File: config.mk
export PLATFORM = sky130hd
export DESIGN_NAME = spi_reg_bridge
export DESIGN_NICKNAME = d
export VERILOG_FILES = /design/src/rtl/spi_reg_bridge.sv
export SDC_FILE = /design/constraint.sdc
export NUM_CORES = 1
export LEC_CHECK = 0
export BUFFER_PORTS_ARGS = -buffer_cell sky130_fd_sc_hd__clkbuf_2
export CORE_ASPECT_RATIO = 0.5
export CORE_MARGIN = 5
export CORE_UTILIZATION = 60
export CTS_BUF_LIST = sky130_fd_sc_hd__clkbuf_16
export CTS_CLUSTER_SIZE = 12
export DETAILED_ROUTE_END_ITERATION = 12
export HOLD_SLACK_MARGIN = 0.12
export PLACE_DENSITY = 0.88
export SLEW_MARGIN = 20
export SYNTH_ARGS = -nofsm -noshare
export SYNTH_HDL_FRONTEND = slang
export SYNTH_SLANG_ARGS = --single-unit
File: constraint.sdc
create_clock -name clk -period 4.3 [get_ports clk]
set_clock_uncertainty 0.05 [all_clocks]
set_input_delay 0.645 -clock clk [delete_from_list [all_inputs] [get_ports clk]]
set_output_delay 0.645 -clock clk [all_outputs]
set_load 0.01 [all_outputs]
File: src/rtl/spi_reg_bridge.sv
// rtl/spi_reg_bridge.sv - system-clock register bank bridge behind an SPI mode-0 slave
module spi_reg_bridge #(
    parameter int ADDR_BITS = 7,
    parameter int DATA_BITS = 8,
    parameter int NUM_REGS  = 16
) (
    input  logic                          clk,
    input  logic                          rst_n,
    input  logic                          spi_done,
    input  logic                          spi_we,
    input  logic [ADDR_BITS-1:0]          spi_addr,
    input  logic [DATA_BITS-1:0]          spi_wdata,
    output logic [DATA_BITS-1:0]          spi_rdata,
    input  logic                          core_req,
    input  logic [ADDR_BITS-1:0]          core_addr,
    input  logic [DATA_BITS-1:0]          core_wdata,
    output logic                          core_gnt,
    output logic [NUM_REGS*DATA_BITS-1:0] regs_flat,
    output logic [7:0]                    frame_cnt,
    output logic                          ovf,
    input  logic                          ovf_clr
);

    localparam int IDX_BITS = (NUM_REGS > 1) ? $clog2(NUM_REGS) : 1;
    localparam logic [ADDR_BITS-1:0] NUM_REGS_A = ADDR_BITS'(NUM_REGS);

    typedef enum logic {IDLE, COMMIT} state_t;
    typedef enum logic {PRIO_CORE, PRIO_SPI} prio_t;

    state_t state, state_next;
    prio_t  prio, prio_next;

    logic [1:0]           done_sync;
    logic [1:0]           we_sync;
    logic                 done_prev;
    logic                 done_rise;
    logic                 capture;
    logic                 drop;
    logic                 spi_grant;
    logic [ADDR_BITS-1:0] cap_addr;
    logic [DATA_BITS-1:0] cap_wdata;
    logic [ADDR_BITS-1:0] rd_ptr;
    logic [DATA_BITS-1:0] regs [NUM_REGS];

    assign done_rise = done_sync[1] & ~done_prev;

    always_ff @(posedge clk or negedge rst_n) begin
        if (!rst_n) begin
            done_sync <= '0;
            we_sync   <= '0;
            done_prev <= 1'b0;
        end else begin
            done_sync <= {done_sync[0], spi_done};
            we_sync   <= {we_sync[0], spi_we};
            done_prev <= done_sync[1];
        end
    end

    always_ff @(posedge clk or negedge rst_n) begin
        if (!rst_n) begin
            state <= IDLE;
            prio  <= PRIO_CORE;
        end else begin
            state <= state_next;
            prio  <= prio_next;
        end
    end

    // A pending SPI write yields to the core at most once, then takes priority.
    always_comb begin
        state_next = state;
        prio_next  = prio;
        capture    = 1'b0;
        drop       = 1'b0;
        spi_grant  = 1'b0;
        case (state)
            IDLE: begin
                if (done_rise) begin
                    capture = 1'b1;
                    if (we_sync[1]) begin
                        state_next = COMMIT;
                    end
                end
            end
            COMMIT: begin
                if (!core_req || prio == PRIO_SPI) begin
                    spi_grant  = 1'b1;
                    prio_next  = PRIO_CORE;
                    state_next = IDLE;
                end else begin
                    prio_next = PRIO_SPI;
                end
                drop = done_rise;
            end
            default: state_next = IDLE;
        endcase
    end

    assign core_gnt = core_req & ~spi_grant;

    always_ff @(posedge clk or negedge rst_n) begin
        if (!rst_n) begin
            cap_addr  <= '0;
            cap_wdata <= '0;
            rd_ptr    <= '0;
            frame_cnt <= '0;
            ovf       <= 1'b0;
            spi_rdata <= '0;
            for (int i = 0; i < NUM_REGS; i++) begin
                regs[i] <= '0;
            end
        end else begin
            if (capture) begin
                cap_addr  <= spi_addr;
                cap_wdata <= spi_wdata;
                rd_ptr    <= spi_addr;
            end
            if (capture || drop) begin
                frame_cnt <= frame_cnt + 8'd1;
            end
            if (drop) begin
                ovf <= 1'b1;
            end else if (ovf_clr) begin
                ovf <= 1'b0;
            end
            if (spi_grant) begin
                if (cap_addr < NUM_REGS_A) begin
                    regs[cap_addr[IDX_BITS-1:0]] <= cap_wdata;
                end
            end else if (core_gnt) begin
                if (core_addr < NUM_REGS_A) begin
                    regs[core_addr[IDX_BITS-1:0]] <= core_wdata;
                end
            end
            spi_rdata <= (rd_ptr < NUM_REGS_A) ? regs[rd_ptr[IDX_BITS-1:0]] : '0;
        end
    end

    for (genvar g = 0; g < NUM_REGS; g++) begin : g_flat
        assign regs_flat[g*DATA_BITS +: DATA_BITS] = regs[g];
    end

endmodule

# After elaboration in Yosys (flattened, before gate mapping)
# Index checks and enable logic that the tools add are counted.
# W data, S select, Z words.
# classes
mux,25
eq_ne,1
add_sub_neg,1
bitwise_logic,7
reduce_logical,9
magnitude_cmp,6
# op_table
operator,count
$mux W128,4
$bwmux W128,2
$demux W8 S4,2
$mux W8,5
$bmux W8 S4,1
$lt A7 B5 Y1 const B,2
$ge A5 B5 Y1 const B,2
$lt A5 B1 Y1 const B,2
$mux W1,10
$not A4 Y5,2
$add A8 B1 Y8 const B,1
$reduce_bool A2 Y1,3
$not A1 Y1,3
$reduce_and A3 Y1,1
$and A1 B1 Y1,2
$logic_and A1 B1 Y1,2
$logic_or A1 B1 Y1,2
$ne A2 B1 Y1 const B,1
$pmux W1 S2,1
$logic_not A1 Y1,1
# totals
inputBits,36
wordCells,75
register_bits,167

# Longest topological paths before layout
# depth
depth_word,9
depth_mapped,7
depth_no_buf,4

# Worst setup path before layout
# No wires, ideal clock.
# synth_path
kind,input port to flip-flop
from,input core_addr[6]
to,register regs (netlist bit regs_flat[88])
required_ns,4.125
cell_stages,5
slack_ns,2.009
arrival_ns,2.116
cell_sequence,nor4b_4 nand2_4 buf_6 o32ai_4 mux2_2
# synth_via
elab_chain_cells,3
# synth_rtl
element,line_no,text
"start, declared",15,"input logic [ADDR_BITS-1:0] core_addr,"
$lt A7 B5 Y1,131,if (core_addr < NUM_REGS_A) begin
$reduce_bool A2 Y1 (no line),--,
$reduce_and A3 Y1 (no line),--,
"end signal, assigned by index",128,regs[cap_addr[IDX_BITS-1:0]] <= cap_wdata;
"end signal, assigned by index",132,regs[core_addr[IDX_BITS-1:0]] <= core_wdata;
"end, declared",43,logic [DATA_BITS-1:0] regs [NUM_REGS];
# Every way passes these cells.
# A chain may end at the register's enable or synchronous reset.

# Worst setup path after layout
# layout_path
from,register state
to,register regs (netlist bit regs_flat[35])
# layout_via
elab_chain_cells,5
word_cells_on_any_way,8
classes_between,1 x eq/ne; 2 x mux; 2 x bitwise; 3 x reduce/logical
# layout_rtl
element,line_no,text
"start, declared",30,"state_t state, state_next;"
"start signal, assigned",64,state <= state_next;
$mux W1 (*),76,case (state)
$not A1 Y1,99,assign core_gnt = core_req & ~spi_grant;
$and A1 B1 Y1,99,
$reduce_bool A2 Y1 (no line),--,
$reduce_and A3 Y1 (no line),--,
# Mark *: on every way between the ends. The rest lies on a longest branch, timed or not.

==> flow_metrics.env <==
export IMPL_outcome="complete, no violations"
export IMPL_synth_compound_area_share_pct=19.1
export IMPL_period_minus_slack_ns=2.78
export IMPL_setup_violations=0
export IMPL_grt_max_degree=108
export IMPL_yosysUniqueCellTypes=40
export IMPL_coreArea_um2=15300
export IMPL_synth_mux_area_share_pct=25.4
export IMPL_synth_xor_area_share_pct=0.663
export IMPL_postCtsHoldBufs=0
export IMPL_fmax_mhz=359
export IMPL_yosys_area_share_simple_pct=6.15
export IMPL_synth_warnings=0
export IMPL_final_hold_viol_count=0
export IMPL_layout_drive_gt1_share_pct=53.3
export IMPL_postCtsSetupRepairBufs=0
export IMPL_ys_seq_area_share_pct=45.2
export IMPL_cts_buffers=17
export IMPL_ys_async_sr_fraction_pct=100
export IMPL_num_antenna_cells=0
export IMPL_final_period_utilization_pct=64.7
export IMPL_grt_pass1_wl_mm=46.8
export IMPL_synth_ff_type="dfrtp_1"
export IMPL_syn_to_final_growth_pct=19.0
export IMPL_rows=32
export IMPL_path_max_fanout=18
export IMPL_port_buffers=181
export IMPL_startpoint="state$_DFF_PN0_"
export IMPL_worstPathRequired_ns=4.62
export IMPL_insertion_delay_ns=0.43
export IMPL_grt_pass1_vias=7805
export IMPL_synth_edff_count=0
export IMPL_syn_inst=669
export IMPL_cts_sinks=167
export IMPL_hold_class="in2async"
export IMPL_tns_ns=0
export IMPL_endpoint_kind="register"
export IMPL_timing_final_ws_setup_ns=1.52
export IMPL_grt_overflow=0
export IMPL_vias=7525
export IMPL_crit_arrival_ns=3.10
export IMPL_die_w_um=186
export IMPL_drt_iter0_drc=1064
export IMPL_die_area_um2=18200
export IMPL_critPathKind="reg2reg"
export IMPL_worst_pin_slew_ns=1.14
export IMPL_finalWirelength_mm=30.3
export IMPL_rsz0062_at_grt="false"
export IMPL_ir_drop_mv=0.283
export IMPL_h_tree_depth=4
export IMPL_leakage_nw=5.10
export IMPL_nets=869
export IMPL_clkTransAtPathRegs_ns=0.07
export IMPL_synth_top_family_by_area="multiplexers"
export IMPL_synth_avg_cell_area_um2=13.8
export IMPL_reg2reg_from="state$_DFF_PN0_"
export IMPL_firstDrtPassIters=7
export IMPL_relSlewSlack_pct=23.5
export IMPL_cts_tree="yes"
export IMPL_hpwl_mm=20.4
export IMPL_synth_area_um2=9250
export IMPL_antenna_found_initial=0
export IMPL_drc=0
export IMPL_clockRootBuffer="clkbuf_16"
export IMPL_ctsResizeCount=0
export IMPL_drtAntennaViolNets=0
export IMPL_grtUsageTotal_pct=33.6
export IMPL_drv_cap=0
export IMPL_synth_fa_ha_area_share_pct=0.135
export IMPL_p_per_area_nw_per_um2=392
export IMPL_post_drt_wl_per_cell_um=28.8
export IMPL_die_height_um=97.8
export IMPL_syn_nets=706
export IMPL_nFillCells=969
export IMPL_synth_ff_latch_count=167
export IMPL_clockBufferDepth=2
export IMPL_drv_slew=0
export IMPL_critPathLaunchType="register"
export IMPL_viasPerCell=7.17
export IMPL_dp_slack_ns=1.51
export IMPL_ios=182
export IMPL_initial_core_util_pct=60.6
export IMPL_routabilityCongestion=0.999
## flip-flops by register name (all words and copies together) (netlist names)
register,flops
ovf,1
rd_ptr,7
we_sync,2
spi_rdata,8
state,1
prio,1
done_prev,1
regs_flat,128
frame_cnt,8
done_sync,2
cap_wdata,8
## worst max-delay path, stage by stage (launching register included)
cell,delay (ns)
dfrtp_1,0.79
inv_2,0.39
nor4b_2,1.02
a22o_1,0.31
mux2_2,0.15
## path summary, 6_finish.rpt
path	endpoint	cells after the start	slack, ns
worst min register to register	we_sync[1]$_DFF_PN0_	0	0.30
worst max register to register	regs_flat[35]$_DFFE_PN0P_	4	1.52
max in group asynchronous	regs_flat[52]$_DFFE_PN0P_	2	2.86
worst min-delay path	ovf$_DFFE_PN0P_	1	0.26
min in group clk	we_sync[0]$_DFF_PN0_	1	0.27
worst max-delay path	regs_flat[35]$_DFFE_PN0P_	4	1.52
## stage by stage
step | util (%) | instance area (um2) | hold WS [ns] | power [mW] | cells
global placement | 67.7 | 10300 | 0.287 | 2.52 | 1017
detailed placement | 67.7 | 10300 | 0.285 | 2.55 | 1017
finish | 72.1 | 11000 | 0.264 | 4.32 | 1049
floorplan | - | 9250 | 0.281 | 2.28 | 669
global route | 72.1 | 11000 | 0.273 | 4.42 | 1049
CTS | 72.0 | 11000 | 0.275 | 4.27 | 1049
## synthesized netlist by cell type (2+ instances only)
| library cell | count | area [um2] |
|---|---|---|
| a21boi_1 | 8 | 60.1 |
| a22o_1 | 128 | 1120 |
| a22oi_1 | 8 | 60.1 |
| buf_1 | 10 | 37.5 |
| buf_2 | 16 | 80.1 |
| buf_4 | 2 | 15.0 |
| clkbuf_1 | 24 | 90.1 |
| dfrtp_1 | 167 | 4180 |
| inv_1 | 18 | 67.6 |
| mux2_1 | 3 | 33.8 |
| mux2_2 | 142 | 1600 |
| mux4_2 | 32 | 721 |
| nand2_1 | 8 | 30.0 |
| nand2b_1 | 9 | 56.3 |
| nand3b_4 | 2 | 40.0 |
| nand4_1 | 3 | 18.8 |
| nor2_1 | 18 | 67.6 |
| nor2b_1 | 2 | 12.5 |
| nor4_1 | 8 | 50.1 |
| nor4_2 | 6 | 75.1 |
| nor4b_2 | 4 | 60.1 |
| nor4b_4 | 2 | 47.6 |
| o21ai_0 | 2 | 10.0 |
| o221ai_1 | 8 | 70.1 |
| o32ai_4 | 16 | 440 |
| or2_2 | 3 | 18.8 |
| or4_1 | 2 | 15.0 |
| xnor2_1 | 6 | 52.6 |
## area by class of cell
type                    count  area, um2  share of cell area (%)
multi-input cells         430       4800                    43.6
flip-flops and latches    167       4180                    38.0
repair buffers            197       1030                    9.40
clock buffers              17        425                    3.87
well taps                 204        255                    2.32
clock inverters            15        238                    2.16
inverters                  19       71.3                   0.648
## per-layer routing
layer	global-route usage (%)	wire length (um)	vias up
met5	0	0	-
met4	13.4	1280	0
met3	9.30	3730	139
met2	50.2	13500	625
met1	47.0	11700	3779
li1	-	-	2982
## cell families (layout without fill, tap and decap cells)
family / Yosys count / count (layout)
multiplexers: 177 / 177
AO/OA/AOI/OAI: 171 / 171
flip-flops: 167 / 167
AND/OR/NAND/NOR: 74 / 74
buffers and inverters: 72 / 248
XOR/XNOR: 7 / 7
adder cells (fa/ha/maj): 1 / 1
## cell usage in the layout, fill, tap and decap left out, types with 3 or more instances in the layout
cell       netlist  layout
clkbuf_2         0     180
dfrtp_1        167     166
mux2_2         142     142
a22o_1         128     128
mux4_2          32      32
inv_1           18      18
nor2_1          18      18
clkbuf_16        0      17
o32ai_4         16      16
buf_4            2      16
nand2b_1         9       9
nor4_2           6       9
a22oi_1          8       8
o221ai_1         8       8
nand2_1          8       8
xnor2_1          6       6
nor4_1           8       5
bufinv_16        0       5
a21boi_2         0       4
nor4b_2          4       4
a21boi_1         8       4
inv_6            0       4
or2_2            3       3
mux2_1           3       3
nand4_1          3       3
## report_power, final
group | switching [mW] | internal (mW)
clock | 0.707 | 1.05
combinational | 0.423 | 0.264
sequential | 0.223 | 1.65
total | 1.35 | 2.96
(Power assumes the default switching activity.)
